**config.mk**
```make
export PLATFORM = sky130hd
export DESIGN_NAME = alu_operand_stage_flat
export DESIGN_NICKNAME = d
export VERILOG_FILES = /design/src/rtl/alu_operand_stage_if.sv /design/src/rtl/alu_operand_stage.sv /design/src/flat_wrapper.sv
export SDC_FILE = /design/constraint.sdc
export NUM_CORES = 1
export LEC_CHECK = 0
export CELL_PAD_IN_SITES_DETAIL_PLACEMENT = 0
export CELL_PAD_IN_SITES_GLOBAL_PLACEMENT = 1
export CORE_AREA = 2 2 66 84
export CTS_CLUSTER_SIZE = 24
export DETAILED_ROUTE_END_ITERATION = 8
export DIE_AREA = 0 0 68 86
export PLACE_DENSITY_LB_ADDON = 0.1
export SLEW_MARGIN = 15
export SYNTH_ARGS = -nofsm -noshare
export SYNTH_HDL_FRONTEND = slang
export SYNTH_SLANG_ARGS = --single-unit
```
**constraint.sdc**
```tcl
create_clock -name clk -period 1.35 [get_ports clk]
set_clock_uncertainty 0.05 [all_clocks]
set_input_delay 0.27 -clock clk [delete_from_list [all_inputs] [get_ports clk]]
set_output_delay 0.27 -clock clk [all_outputs]
set_load 0.01 [all_outputs]
```
**src/rtl/alu_operand_stage_if.sv**
```systemverilog
// alu_operand_stage_if: issue, operand and write-back signals of the ALU operand stage.
//   issue:      issue_valid, issue_ready, rd_addr1, rd_addr2, opcode_in
//   operand:    op_valid, op_ready, in1, in2, opcode
//   write-back: wb_en, wb_addr, wb_data, wb_negative, wb_zero, flag_negative, flag_zero
//   master = upstream/ALU side, slave = the operand stage
interface alu_operand_stage_if #(
  parameter int WIDTH = 4,
  parameter int NREGS = 4
);
  localparam int AW = $clog2(NREGS);
  logic             issue_valid;
  logic             issue_ready;
  logic [AW-1:0]    rd_addr1;
  logic [AW-1:0]    rd_addr2;
  logic [3:0]       opcode_in;
  logic             op_valid;
  logic             op_ready;
  logic [WIDTH-1:0] in1;
  logic [WIDTH-1:0] in2;
  logic [3:0]       opcode;
  logic             wb_en;
  logic [AW-1:0]    wb_addr;
  logic [WIDTH-1:0] wb_data;
  logic             wb_negative;
  logic             wb_zero;
  logic             flag_negative;
  logic             flag_zero;
  modport master (
    output issue_valid, rd_addr1, rd_addr2, opcode_in, op_ready,
           wb_en, wb_addr, wb_data, wb_negative, wb_zero,
    input  issue_ready, op_valid, in1, in2, opcode, flag_negative, flag_zero
  );
  modport slave (
    input  issue_valid, rd_addr1, rd_addr2, opcode_in, op_ready,
           wb_en, wb_addr, wb_data, wb_negative, wb_zero,
    output issue_ready, op_valid, in1, in2, opcode, flag_negative, flag_zero
  );
endinterface

```
**src/rtl/alu_operand_stage.sv**
```systemverilog
// alu_operand_stage: register file plus operand pipeline register feeding the 4-bit ALU.
//   clk   - rising-edge clock
//   rst_n - asynchronous active-low reset
//   bus   - slave side of alu_operand_stage_if (issue, operand and write-back ports)
module alu_operand_stage #(
  parameter int WIDTH = 4,
  parameter int NREGS = 4
) (
  input logic              clk,
  input logic              rst_n,
  alu_operand_stage_if.slave bus
);
  localparam int AW = $clog2(NREGS);
  logic [WIDTH-1:0] regs_q [NREGS];
  logic [WIDTH-1:0] in1_q, in1_d, in2_q, in2_d;
  logic [3:0]       opcode_q, opcode_d;
  logic [AW-1:0]    src1_q, src1_d, src2_q, src2_d;
  logic             op_valid_q, op_valid_d;
  logic             flag_negative_q, flag_zero_q;
  logic             fire, stall;
  logic [WIDTH-1:0] rd1, rd2;
  assign bus.issue_ready   = !op_valid_q || bus.op_ready;
  assign fire              = bus.issue_valid && bus.issue_ready;
  assign stall             = op_valid_q && !bus.op_ready;
  // a write-back in the fire cycle overrides the stale register value
  assign rd1 = (bus.wb_en && bus.wb_addr == bus.rd_addr1) ? bus.wb_data : regs_q[bus.rd_addr1];
  assign rd2 = (bus.wb_en && bus.wb_addr == bus.rd_addr2) ? bus.wb_data : regs_q[bus.rd_addr2];
  always_comb begin
    // a stalled operand tracks write-backs to its source register; opcode never does
    in1_d      = fire ? rd1 : (stall && bus.wb_en && bus.wb_addr == src1_q) ? bus.wb_data : in1_q;
    in2_d      = fire ? rd2 : (stall && bus.wb_en && bus.wb_addr == src2_q) ? bus.wb_data : in2_q;
    opcode_d   = fire ? bus.opcode_in : opcode_q;
    src1_d     = fire ? bus.rd_addr1 : src1_q;
    src2_d     = fire ? bus.rd_addr2 : src2_q;
    op_valid_d = fire || stall;
  end
  always_ff @(posedge clk or negedge rst_n) begin
    if (!rst_n) begin
      in1_q      <= '0;
      in2_q      <= '0;
      opcode_q   <= '0;
      src1_q     <= '0;
      src2_q     <= '0;
      op_valid_q <= 1'b0;
    end else begin
      in1_q      <= in1_d;
      in2_q      <= in2_d;
      opcode_q   <= opcode_d;
      src1_q     <= src1_d;
      src2_q     <= src2_d;
      op_valid_q <= op_valid_d;
    end
  end
  always_ff @(posedge clk or negedge rst_n) begin
    if (!rst_n) begin
      for (int i = 0; i < NREGS; i++) regs_q[i] <= '0;
      flag_negative_q <= 1'b0;
      flag_zero_q     <= 1'b0;
    end else if (bus.wb_en) begin
      regs_q[bus.wb_addr] <= bus.wb_data;
      flag_negative_q     <= bus.wb_negative;
      flag_zero_q         <= bus.wb_zero;
    end
  end
  assign bus.op_valid      = op_valid_q;
  assign bus.in1           = in1_q;
  assign bus.in2           = in2_q;
  assign bus.opcode        = opcode_q;
  assign bus.flag_negative = flag_negative_q;
  assign bus.flag_zero     = flag_zero_q;
endmodule
```
**src/flat_wrapper.sv**
```systemverilog
// flat-port wrapper written by rule: the top's interface ports become plain ports
module alu_operand_stage_flat 
#(
  parameter int WIDTH = 4,
  parameter int NREGS = 4
)
  (clk, rst_n, bus_issue_valid, bus_rd_addr1, bus_rd_addr2, bus_opcode_in, bus_op_ready, bus_wb_en, bus_wb_addr, bus_wb_data, bus_wb_negative, bus_wb_zero, bus_issue_ready, bus_op_valid, bus_in1, bus_in2, bus_opcode, bus_flag_negative, bus_flag_zero);
  alu_operand_stage_if #(.WIDTH(WIDTH), .NREGS(NREGS)) bus_i ();
  input logic clk;
  input logic rst_n;
  input wire logic [$bits(bus_i.issue_valid)-1:0] bus_issue_valid;
  input wire logic [$bits(bus_i.rd_addr1)-1:0] bus_rd_addr1;
  input wire logic [$bits(bus_i.rd_addr2)-1:0] bus_rd_addr2;
  input wire logic [$bits(bus_i.opcode_in)-1:0] bus_opcode_in;
  input wire logic [$bits(bus_i.op_ready)-1:0] bus_op_ready;
  input wire logic [$bits(bus_i.wb_en)-1:0] bus_wb_en;
  input wire logic [$bits(bus_i.wb_addr)-1:0] bus_wb_addr;
  input wire logic [$bits(bus_i.wb_data)-1:0] bus_wb_data;
  input wire logic [$bits(bus_i.wb_negative)-1:0] bus_wb_negative;
  input wire logic [$bits(bus_i.wb_zero)-1:0] bus_wb_zero;
  output wire logic [$bits(bus_i.issue_ready)-1:0] bus_issue_ready;
  output wire logic [$bits(bus_i.op_valid)-1:0] bus_op_valid;
  output wire logic [$bits(bus_i.in1)-1:0] bus_in1;
  output wire logic [$bits(bus_i.in2)-1:0] bus_in2;
  output wire logic [$bits(bus_i.opcode)-1:0] bus_opcode;
  output wire logic [$bits(bus_i.flag_negative)-1:0] bus_flag_negative;
  output wire logic [$bits(bus_i.flag_zero)-1:0] bus_flag_zero;
  assign bus_i.issue_valid = bus_issue_valid;
  assign bus_i.rd_addr1 = bus_rd_addr1;
  assign bus_i.rd_addr2 = bus_rd_addr2;
  assign bus_i.opcode_in = bus_opcode_in;
  assign bus_i.op_ready = bus_op_ready;
  assign bus_i.wb_en = bus_wb_en;
  assign bus_i.wb_addr = bus_wb_addr;
  assign bus_i.wb_data = bus_wb_data;
  assign bus_i.wb_negative = bus_wb_negative;
  assign bus_i.wb_zero = bus_wb_zero;
  assign bus_issue_ready = bus_i.issue_ready;
  assign bus_op_valid = bus_i.op_valid;
  assign bus_in1 = bus_i.in1;
  assign bus_in2 = bus_i.in2;
  assign bus_opcode = bus_i.opcode;
  assign bus_flag_negative = bus_i.flag_negative;
  assign bus_flag_zero = bus_i.flag_zero;
  alu_operand_stage #(.WIDTH(WIDTH), .NREGS(NREGS)) u_core (.clk(clk), .rst_n(rst_n), .bus(bus_i));
endmodule
```
* Yosys cells after proc, flatten, opt, wreduce, memory -nomap -nowiden *
Cells that the tools add are included.

word-level totals
  register bits = 35
  output and inout bits = 16

cells by class
  order comparisons = 4
  equal/unequal tests = 4
  multiplexer cells = 15
  bitwise gates (word level) = 3
  reductions and logical operators = 14

operators by type and width
  kind                                                        count
  two-way mux 4 bit                                           11
  binary-select mux 4 bit (select 2 bit)                      2
  bitwise mux 16 bit                                          1
  >= comparator 3 bit, second input constant                  3
  NOT 2 -> 3 bit                                              3
  demux 4 bit (select 2 bit)                                  1
  equality test 2 bit                                         4
  logical AND 1 bit                                           8
  nonzero test 2 bit                                          2
  less-than comparator 3 x 1 -> 1 bit, second input constant  1
  zero test 1 bit                                             2
  logical OR 1 bit                                            2

* Depth between registers and ports, before layout *
Gate-level depths: netlist (run 1).

  depth in word-level cells = 6
  depth in mapped cells = 6

* Least setup slack after synthesis (run 1) *
Ideal clock, no wire load.

  path kind = reg-to-reg
  start = register u_core.op_valid_q, in the netlist u_core.bus.op_valid
  end = register u_core.in2_q[0], in the netlist u_core.bus.in2[0]
  library setup time = 0.134 ns
  arrival time = 1.387 ns
  data required time = 1.166 ns
  setup slack = -0.221 ns
  stages on the path, launching flop included = 5
  path buffers = 0
  period minus slack after synthesis = 1.571 ns
  cell sequence = dfrtp_1 -> nor2b_1 -> or4_4 -> o221ai_2 -> a31oi_1

on the way
  word-level cells in the longest chain between the ends = 4
  elaborated cells between the ends (all ways) = 8
  classes of those cells = mux (1); reduce/logical (7)

RTL lines
  item                                                     RTL line                                          RTL
  start: declaration                                       alu_operand_stage.sv:18                           logic op_valid_q, op_valid_d;
  start signal: assignment                                 alu_operand_stage.sv:51                           op_valid_q <= op_valid_d;
  zero test 1 bit or logical AND 1 bit (tied branches)     alu_operand_stage.sv:22, alu_operand_stage.sv:24
  logical OR 1 bit or logical AND 1 bit (tied branches)    alu_operand_stage.sv:22, alu_operand_stage.sv:31
  logical AND 1 bit (on tied branches)                     alu_operand_stage.sv:23, alu_operand_stage.sv:31
  two-way mux 4 bit or nonzero test 2 bit (tied branches)  -
  end signal: assignment                                   alu_operand_stage.sv:47                           in2_q <= in2_d;
  end: declaration                                         alu_operand_stage.sv:15                           logic [WIDTH-1:0] in1_q, in1_d, in2_q, in2_d;

Several ways; a longest one is shown, not always the timed one.
A chain may end at the register's enable or synchronous reset.

* Final worst setup path (run 1) *
  start = register u_core.op_valid_q, in the netlist u_core.bus.op_valid
  end = register u_core.in2_q[1], in the netlist u_core.bus.in2[1]

The elaborated chain is that of the path after synthesis.

==> metrics.md, run 1 <==
| Metric | Value |
|---|---|
| CTS Buf Count | `5` |
| Maximum vdd drop | `0.7050 mV` |
| CTS clk-pin slew, worst paths | `0.07 ns` |
| Synth-to-Final Area Change | `51.64%` |
| Clock Path Buffers | `2` |
| Leak | `1.171 nW` |
| Setup ws final | `-0.2247 ns` |
| # hold bufs at CTS | `0` |
| Detailed-route DRC error count | `0` |
| Fin crit share | `1.166` |
| Final Max Slew Viols | `0` |
| Crit Path Class | `register to register` |
| Cell Chain, Critical Path | `nor2b_4 > or4_4 > o221ai_4 > a31oi_1` |
| Critical Path Max Stage Delay | `0.52 ns` |
| Met1 global-route usage | `0.2207` |
| Final HPWL DP | `3681 µm` |
| Gr busiest metal | `met2` |
| Cells after synthesis | `151` |
| Final min period | `1.575 ns` |
| Row cnt | `29` |
| Max-cap violations | `0` |
| Yosys reg bits | `35` |
| Crit-path slowest cell | `or4_4` |
| # setup viols final | `13` |
| Worst skew pair latency | `0.28 ns` |
| Delay-heaviest family, CP | `simple AND/OR/NAND/NOR gates` |
| Rel. slew slack | `0.7756` |
| Endpoint class of the critical path | `register` |
| HP Class | `primary input to async pin` |
| Post-synthesis async set-or-reset flop share | `1.000` |
| Status | `finished with violations` |
| Placeable Area | `0.005007 mm²` |
| Die ar. | `0.005848 mm²` |
| Setup tns final | `-1.817 ns` |
| Number of distinct library cells after synthesis | `30` |
| Ys flop type | `dfrtp_1` |
| Clk sinks | `35` |
| Tightest Pin Transition | `0.3366 ns` |
| TritonCTS clock tree | `yes` |
| Initial Utilization | `0.3426` |
| First-pass GRT wire length | `7783 µm` |
| DRT iter0 DRCs | `47` |
| Fmax | `0.6351 GHz` |
| Number of synthesized flops with an enable pin | `0` |
| Nets | `241` |
| Vias per cell | `5.198` |
| Critical path launch point type | `register` |
| Tot Pwr | `0.003043 W` |
| CTS Root Cell | `clkbuf_8` |
| Critical Path RT | `1.45 ns` |
| Die Wd | `68 µm` |
| Io pins | `37` |
| Total track usage | `0.1819` |
| Number of buffers added on ports | `36` |
| GR Overflow Total | `0` |
| 1st-pass router iterations | `4` |
| PwrDens | `1170 mW/mm²` |
| Worst Path Buf+Inv | `0` |
| Post-Route WL | `4760 µm` |
| Final Hold Viols | `0` |
| Syn Area/Cell | `11.36 µm²` |
| Met3 Usage GRT | `0.04199` |
| CP arrival | `1.67 ns` |
| Die Height | `86 µm` |
| Worst-path maximum fanout | `4` |
| Failing checks | `setup timing` |
| Post-synthesis sequential area ratio | `0.5106` |
| DP Worst Slack | `-0.6345 ns` |
| H-tree levels | `2` |
| RSZ-0062 raised after global routing | `yes` |
| Placer congestion estimate | `0.7741` |
| Synthesized net count | `172` |
| Largest net degree at the start of global routing | `36` |
| Drt wl/cell | `16.82 µm` |
| Diodes inserted | `0` |
| Initial antenna violation count | `0` |
| Global routing usage on met2 | `0.3133` |
| Yosys warnings | `0` |
| Detail Route Antenna Nets | `0` |
| DR vias | `1471` |
| Vias in the first global route | `1520` |
| Mapped cell area | `0.001715 mm²` |
| Layout cell share with drive strength beyond 1 | `0.3801` |
==> cells in the final DEF, fill, tap and decap left out, types with 5 or more instances in the layout <==
master	count
buf_4	27
buf_6	5
clkbuf_8	7
clkdlybuf4s50_1	13
dfrtp_1	35
dlygate4sd2_1	19
inv_1	7
mux2_2	8
mux4_2	8
nand2_1	24
o21ai_0	12
==> logic make-up after synthesis <==
| logic type | Yosys count | share of synthesized area |
|---|---|---|
| buffers and inverters | 17 | 0.04231 |
| AND/OR/NAND/NOR | 39 | 0.1058 |
| XOR/XNOR | 8 | 0.04084 |
| AO/OA/AOI/OAI | 35 | 0.1364 |
| flip-flops | 35 | 0.5106 |
| multiplexers | 17 | 0.1641 |
==> layout make-up <==
class                           instances  area, µm²
Sequential cell                        35      875.8
Timing Repair Buffer                   69      618.1
Fill cell                             456       2406
Inverter                               10      42.54
Clock buffer                            7      96.34
Multi-Input combinational cell         99      883.3
Clock inverter                          1      7.507
Tap cell                               62      77.57
==> synth_stat cells, types with 2 or more instances <==
cell / instances / area (µm²)
inv_1: 7 / 26.28
nand2_1: 27 / 101.4
a31oi_1: 4 / 25.02
nand3_1: 4 / 20.02
clkbuf_1: 2 / 7.510
o32ai_1: 4 / 35.03
dfrtp_1: 35 / 875.8
o221ai_2: 2 / 30.03
mux2_2: 9 / 101.4
buf_2: 4 / 20.02
xnor2_1: 4 / 35.03
o21ai_1: 2 / 10.01
o21ai_0: 12 / 60.06
o22ai_1: 4 / 25.02
xor2_1: 4 / 35.03
mux4_2: 8 / 180.2
inv_2: 3 / 11.26
a21oi_1: 4 / 20.02
==> state kept, by name, indices dropped and copies added, names as in the netlist <==
register                  flops
u_core.bus.flag_zero          1
u_core.src2_q                 2
u_core.regs_q                16
u_core.bus.in1                4
u_core.bus.op_valid           1
u_core.src1_q                 2
u_core.bus.opcode             4
u_core.bus.flag_negative      1
u_core.bus.in2                4
==> routing by layer <==
layer / vias up / part of all wire
li1: 685 / -
met1: 733 / 0.40
met2: 45 / 0.54
met3: 8 / 0.048
met4: 0 / 0.019
met5: - / 0
==> final timing paths <==
check,slack (ns),depth (start not counted),end,start
max reg2reg,-0.22,4,u_core.bus.in2[1],u_core.bus.op_valid
min in group clk,0.33,4,u_core.bus.op_valid,bus_issue_valid
min,0.30,2,u_core.bus.op_valid,rst_n
min reg2reg,0.43,2,u_core.bus.opcode[2],u_core.bus.opcode[2]
max,-0.22,4,u_core.bus.in2[1],u_core.bus.op_valid
max in group asynchronous,0.76,2,u_core.src2_q[0],rst_n
==> worst register-to-register path, stage by stage (launching register included) <==
cell,delay (ns)
dfrtp_1,0.38
nor2b_4,0.13
or4_4,0.52
o221ai_4,0.22
a31oi_1,0.13
==> power breakdown <==
group / internal [W] / total [W] / switching [W]
sequential: 0.00123 / 0.00135 / 0.000127
combinational: 0.000465 / 0.000838 / 0.000374
clock: 0.000464 / 0.000850 / 0.000386
==> what timing repair did <==
| action | CTS | global route |
|---|---|---|
| pin swaps | 8 | 9 |
| setup endpoints to repair | 36 | 21 |
| buffers inserted | 2 | 3 |
| resized for setup | 37 | 18 |
| gates cloned | 0 | 0 |
==> metrics by stage <==
stage / utilization / instances / hold slack (ns) / area (µm²)
floorplan: - / 151 / -0.07559 / 1753
global placement: 0.4775 / 270 / 0.4051 / 2391
detailed placement: 0.4775 / 270 / 0.4117 / 2391
CTS: 0.5052 / 280 / 0.3109 / 2530
global route: 0.5195 / 283 / 0.3053 / 2601
finish: 0.5195 / 283 / 0.3001 / 2601
(Power assumes the default switching activity.)
==> run 2: changes to the inputs <==
--- a/config.mk
+++ b/config.mk
@@ -7,10 +7,11 @@
 export LEC_CHECK = 0
 export CELL_PAD_IN_SITES_DETAIL_PLACEMENT = 0
 export CELL_PAD_IN_SITES_GLOBAL_PLACEMENT = 1
-export CORE_AREA = 2 2 66 84
+export CORE_AREA = 2 2 62 79
 export CTS_CLUSTER_SIZE = 24
 export DETAILED_ROUTE_END_ITERATION = 8
-export DIE_AREA = 0 0 68 86
+export DIE_AREA = 0 0 64 81
+export DONT_BUFFER_PORTS = 1
 export PLACE_DENSITY_LB_ADDON = 0.1
 export SLEW_MARGIN = 15
 export SYNTH_ARGS = -nofsm -noshare
==> metrics.md, run 2 (synthesis results as in run 1) <==
| Metric | Value |
|---|---|
| Status | `finished with violations` |
| Failing checks | `setup timing` |
| Initial Utilization | `0.3796` |
| TritonCTS clock tree | `yes` |
| Critical Path RT | `1.47 ns` |
| CTS clk-pin slew, worst paths | `0.07 ns` |
| Vias in the first global route | `1338` |
| Maximum vdd drop | `0.5357 mV` |
| Io pins | `37` |
| DRT iter0 DRCs | `54` |
| Clock Path Buffers | `2` |
| Crit-path slowest cell | `or4_4` |
| GR Overflow Total | `0` |
| Post-Route WL | `4194 µm` |
| Cell Chain, Critical Path | `nor2b_4 > or4_4 > o221ai_4 > a31oi_1` |
| Final HPWL DP | `3146 µm` |
| Crit Path Class | `register to register` |
| Nets | `188` |
| Reg2Reg Depth | `4` |
| Number of buffers added on ports | `0` |
| Detail Route Antenna Nets | `0` |
| Layout cell share with drive strength beyond 1 | `0.3214` |
| Detailed-route DRC error count | `0` |
| Max-cap violations | `0` |
| Delay-heaviest family, CP | `simple AND/OR/NAND/NOR gates` |
| Clk sinks | `35` |
| Largest net degree at the start of global routing | `36` |
| Fillers | `444` |
| Worst skew pair latency | `0.29 ns` |
| H-tree levels | `2` |
| Final Hold Viols | `0` |
| Placer congestion estimate | `0.8495` |
| Placeable Area | `0.004519 mm²` |
| Row cnt | `28` |
| Critical Path Max Stage Delay | `0.52 ns` |
| DR vias | `1229` |
| Sequential cell area | `875.8 µm²` |
| Initial antenna violation count | `0` |
| Rel. slew slack | `0.7562` |
| Seq pwr share | `0.513` |
| Worst Hold Depth | `2` |
| Final min period | `1.543 ns` |
| Setup tns final | `-1.181 ns` |
| Vias per cell | `5.390` |
| Final Max Slew Viols | `0` |
| Max reg flops | `16` |
| Fin util | `0.4565` |
| Fin crit share | `1.143` |
| Worst Path Buf+Inv | `0` |
| Most frequent cells in the layout | `dfrtp_1, nand2_1, o21ai_0, buf_4, mux2_2` |
| RSZ-0062 raised after global routing | `yes` |
| CTS Buf Count | `5` |
| 1st-pass router iterations | `4` |
| Clk pwr share | `0.300` |
| Multi-input gate area | `834.6 µm²` |
| Worst-path maximum fanout | `4` |
| Pint | `0.001934 W` |
| Combinational fraction of design power | `0.188` |
| Die ar. | `0.005184 mm²` |
| First-pass GRT wire length | `6941 µm` |
| Die Wd | `64 µm` |
| # setup viols final | `12` |
| PwrDens | `1322 mW/mm²` |
| Switch share | `0.2911` |
| CP arrival | `1.66 ns` |
| Setup ws final | `-0.1930 ns` |
| Fmax | `0.6481 GHz` |
| Critical Path Stages | `4` |
| Die Height | `81 µm` |
| Critical path launch point type | `register` |
| Synth-to-Final Area Change | `20.28%` |
| Most common cell after layout, fill and taps aside | `dfrtp_1` |
| Most flop-heavy register | `u_core.regs_q` |
| Diodes inserted | `0` |
| CTS Root Cell | `clkbuf_8` |
| Endpoint class of the critical path | `register` |
| P_sw | `0.0007938 W` |
| HP Class | `primary input to register` |
| Tightest Pin Transition | `0.3647 ns` |
| Postcts setup bufs | `0` |
| Leak | `0.8844 nW` |
| Total track usage | `0.1828` |
| Drt wl/cell | `18.39 µm` |
## run 2: layout make-up
cell class                 count  area share
sequential                    35      0.4245
timing repair buffer          16     0.06913
inverter                      10     0.01941
multi-input combinational     99      0.4045
clock inverter                 1    0.004245
clock buffer                   7     0.04184
tap                           60     0.03639
## run 2: final timing paths
kind / end / start / slack, ns
max in group asynchronous: u_core.bus.in1[0] / rst_n / 0.67
max reg2reg: u_core.bus.in2[3] / u_core.bus.op_valid / -0.19
min reg2reg: u_core.regs_q[9] / u_core.regs_q[9] / 0.46
min: u_core.bus.opcode[2] / bus_opcode_in[2] / 0.03
max: u_core.bus.in2[3] / u_core.bus.op_valid / -0.19
min in group asynchronous: u_core.bus.in2[1] / rst_n / 0.39
## run 2: power groups by stage
stage / logic (W) / clock network, W / registers (W)
finish: 0.000511 / 0.000817 / 0.00140
global route: 0.000572 / 0.000887 / 0.00143
CTS: 0.000512 / 0.000838 / 0.00140
detailed placement: 0.000470 / 0 / 0.00142
global placement: 0.000458 / 0 / 0.00141
floorplan: 0.000387 / 0 / 0.00138
## run 2: per-stage QoR
| stage | cells | hold slack (ns) | cell area [µm²] | total power (W) | setup WS (ns) |
|---|---|---|---|---|---|
| 3_3_place_gp | 218 | -0.07482 | 1898 | 0.001872 | -0.1610 |
| 6_report | 228 | 0.03157 | 2063 | 0.002727 | -0.1930 |
| 3_5_place_dp | 218 | -0.07479 | 1898 | 0.001890 | -0.2085 |
| 2_1_floorplan | 151 | -0.07559 | 1753 | 0.001764 | -0.1933 |
| 4_1_cts | 228 | 0.03170 | 2048 | 0.002750 | -0.2026 |
| 5_1_grt | 228 | 0.03527 | 2063 | 0.002887 | -0.2565 |
## run 2: repair_timing
| action | in CTS | in global routing |
|---|---|---|
| pin swaps | 3 | 6 |
| hold endpoints to repair | 35 | 0 |
| endpoints found under the setup margin | 16 | 16 |
| hold buffers | 2 | 0 |
| resized for setup | 6 | 4 |
## run 2: layer usage
metal,routed length (µm),share of wire,track usage
met1,1688,0.40,0.2052
met2,2223,0.53,0.3375
met3,230,0.055,0.04986
met4,51,0.012,0.05217
met5,0,0,0
==> run 3: changes to the inputs <==
--- a/config.mk
+++ b/config.mk
@@ -12,7 +12,7 @@
 export DETAILED_ROUTE_END_ITERATION = 8
 export DIE_AREA = 0 0 64 81
 export DONT_BUFFER_PORTS = 1
-export PLACE_DENSITY_LB_ADDON = 0.1
+export PLACE_DENSITY_LB_ADDON = 0.3
 export SLEW_MARGIN = 15
 export SYNTH_ARGS = -nofsm -noshare
 export SYNTH_HDL_FRONTEND = slang
==> metrics.md, run 3 (synthesis results as in run 1) <==
| Metric | Value |
|---|---|
| Status | `finished with violations` |
| Failing checks | `setup timing` |
| # setup viols final | `9` |
| Row cnt | `28` |
| Die Wd | `64 µm` |
| Reg2Reg Depth | `4` |
| Worst Hold Depth | `2` |
| Post-route cell area | `0.002105 mm²` |
| R2R Path Start | `u_core.bus.op_valid` |
| Total track usage | `0.1831` |
| Worst R2R End | `u_core.bus.in2[0]` |
| RSZ-0062 raised after global routing | `yes` |
| Vias per cell | `5.472` |
| Hold path start | `bus_opcode_in[3]` |
| Maximum vdd drop | `0.5992 mV` |
| Final Max Slew Viols | `0` |
| Io pins | `37` |
| Endpoint class of the critical path | `register` |
| CTS Root Cell | `clkbuf_8` |
| Worst setup startpoint | `u_core.bus.op_valid` |
| First-pass GRT wire length | `6900 µm` |
| DP Worst Slack | `-0.1999 ns` |
| WHS Endpoint | `u_core.bus.opcode[3]` |
| Critical Path RT | `1.47 ns` |
| Detail Route Antenna Nets | `0` |
| H-tree levels | `2` |
| Die ar. | `0.005184 mm²` |
| PwrDens | `1389 mW/mm²` |
| Fmax | `0.6537 GHz` |
| CP arrival | `1.65 ns` |
| Leak | `0.9083 nW` |
| Synth-to-Final Area Change | `22.68%` |
| Multi-input gate area | `847.1 µm²` |
| Internal reg-to-reg setup slack | `-0.18 ns` |
| Max reg flops | `16` |
| Placeable Area | `0.004519 mm²` |
| Max-cap violations | `0` |
| Initial Utilization | `0.3796` |
| Clock Path Buffers | `2` |
| DRT iter0 DRCs | `60` |
| Final min period | `1.530 ns` |
| Nets | `189` |
| Final HPWL DP | `3129 µm` |
| CTS clk-pin slew, worst paths | `0.07 ns` |
| Drt wl/cell | `18.23 µm` |
| Placer congestion estimate | `0.8077` |
| Sequential cell area | `875.8 µm²` |
| Initial antenna violation count | `0` |
| Most frequent cells in the layout | `dfrtp_1, nand2_1, buf_4` |
| DP Area | `0.001898 mm²` |
| HP Class | `primary input to register` |
| Crit Path Class | `register to register` |
| Tot Pwr | `0.002923 W` |
| Rel. slew slack | `0.7826` |
| Layout cell share with drive strength beyond 1 | `0.3432` |
| Diodes inserted | `0` |
| Number of buffers added on ports | `0` |
| Fin util | `0.4657` |
| TritonCTS clock tree | `yes` |
| Vias in the first global route | `1285` |
| Die Height | `81 µm` |
| Detailed-route DRC error count | `0` |
| CTS Buf Count | `5` |
| Post-Route WL | `4174 µm` |
| Fin crit share | `1.133` |
| Worst skew pair latency | `0.29 ns` |
| DR vias | `1253` |
| Worst-path maximum fanout | `4` |
| Setup ws final | `-0.1797 ns` |
| Critical path launch point type | `register` |
| Tightest Pin Transition | `0.3252 ns` |
| Most common cell after layout, fill and taps aside | `dfrtp_1` |
| Clk sinks | `35` |
| Largest net degree at the start of global routing | `36` |
| Fillers | `431` |
| GR Overflow Total | `0` |
| Final Hold Viols | `0` |
| Most flop-heavy register | `u_core.regs_q` |
| 1st-pass router iterations | `4` |
## run 3: cell count changes in the layout (fill, tap and decap cells not counted), moves of 2 or more
cell,change
buf_4,+2
nand2_1,+2
nand2_2,-2
o22ai_1,-2
o22ai_2,+2
## run 3: layout make-up
cell class | instances | area share
Clock inverter | 2 | 0.01665
Timing Repair Buffer | 17 | 0.06956
Clock buffer | 6 | 0.03924
Multi-Input combinational cell | 99 | 0.4025
Sequential cell | 35 | 0.4162
Inverter | 10 | 0.02021
Tap cell | 60 | 0.03567
## run 3: through the flow
step | instances | TNS [ns] | hold WS, ns
4_1_cts | 228 | -1.120 | 0.02955
2_1_floorplan | 151 | -0.8950 | -0.07559
3_3_place_gp | 218 | -0.8292 | -0.07458
5_1_grt | 229 | -1.509 | 0.03687
6_report | 229 | -1.063 | 0.03207
3_5_place_dp | 218 | -1.026 | -0.07465
## run 3: how the worst max path moves through the flow
stage / endpoint / slack (ns) / cells after the start
final: u_core.bus.in2[0] / -0.18 / 4
after global routing: u_core.bus.in2[1] / -0.24 / 4
after CTS: u_core.bus.in2[0] / -0.20 / 4
after detailed placement: u_core.bus.in2[0] / -0.20 / 4
after global placement: u_core.bus.in2[2] / -0.17 / 4
after floorplan: u_core.bus.in2[3] / -0.19 / 4
## run 3: what timing repair did
| action | in CTS | in global routing |
|---|---|---|
| hold buffers | 2 | 0 |
| pin swaps | 3 | 4 |
| hold endpoints to repair | 35 | 0 |
| gates resized for setup | 5 | 7 |
| endpoints found under the setup margin | 9 | 13 |
| buffers inserted | 0 | 1 |
## run 3: worst max-delay path, stage by stage (launching register included)
cell	delay [ns]
dfrtp_1	0.38
nor2b_4	0.14
or4_4	0.52
o221ai_4	0.20
a31oi_1	0.12
## run 3: metal layers
metal,GRT usage,part of all wire,vias to the layer above
li1,-,-,582
met1,0.2074,0.38,630
met2,0.3177,0.54,31
met3,0.05679,0.056,10
met4,0.08043,0.024,0
met5,0,0,-
## run 3: where the power goes
part / switching [W] / total (W) / internal, W
sequential: 0.000176 / 0.00140 / 0.00123
clock: 0.000386 / 0.000983 / 0.000597
combinational: 0.000239 / 0.000536 / 0.000297
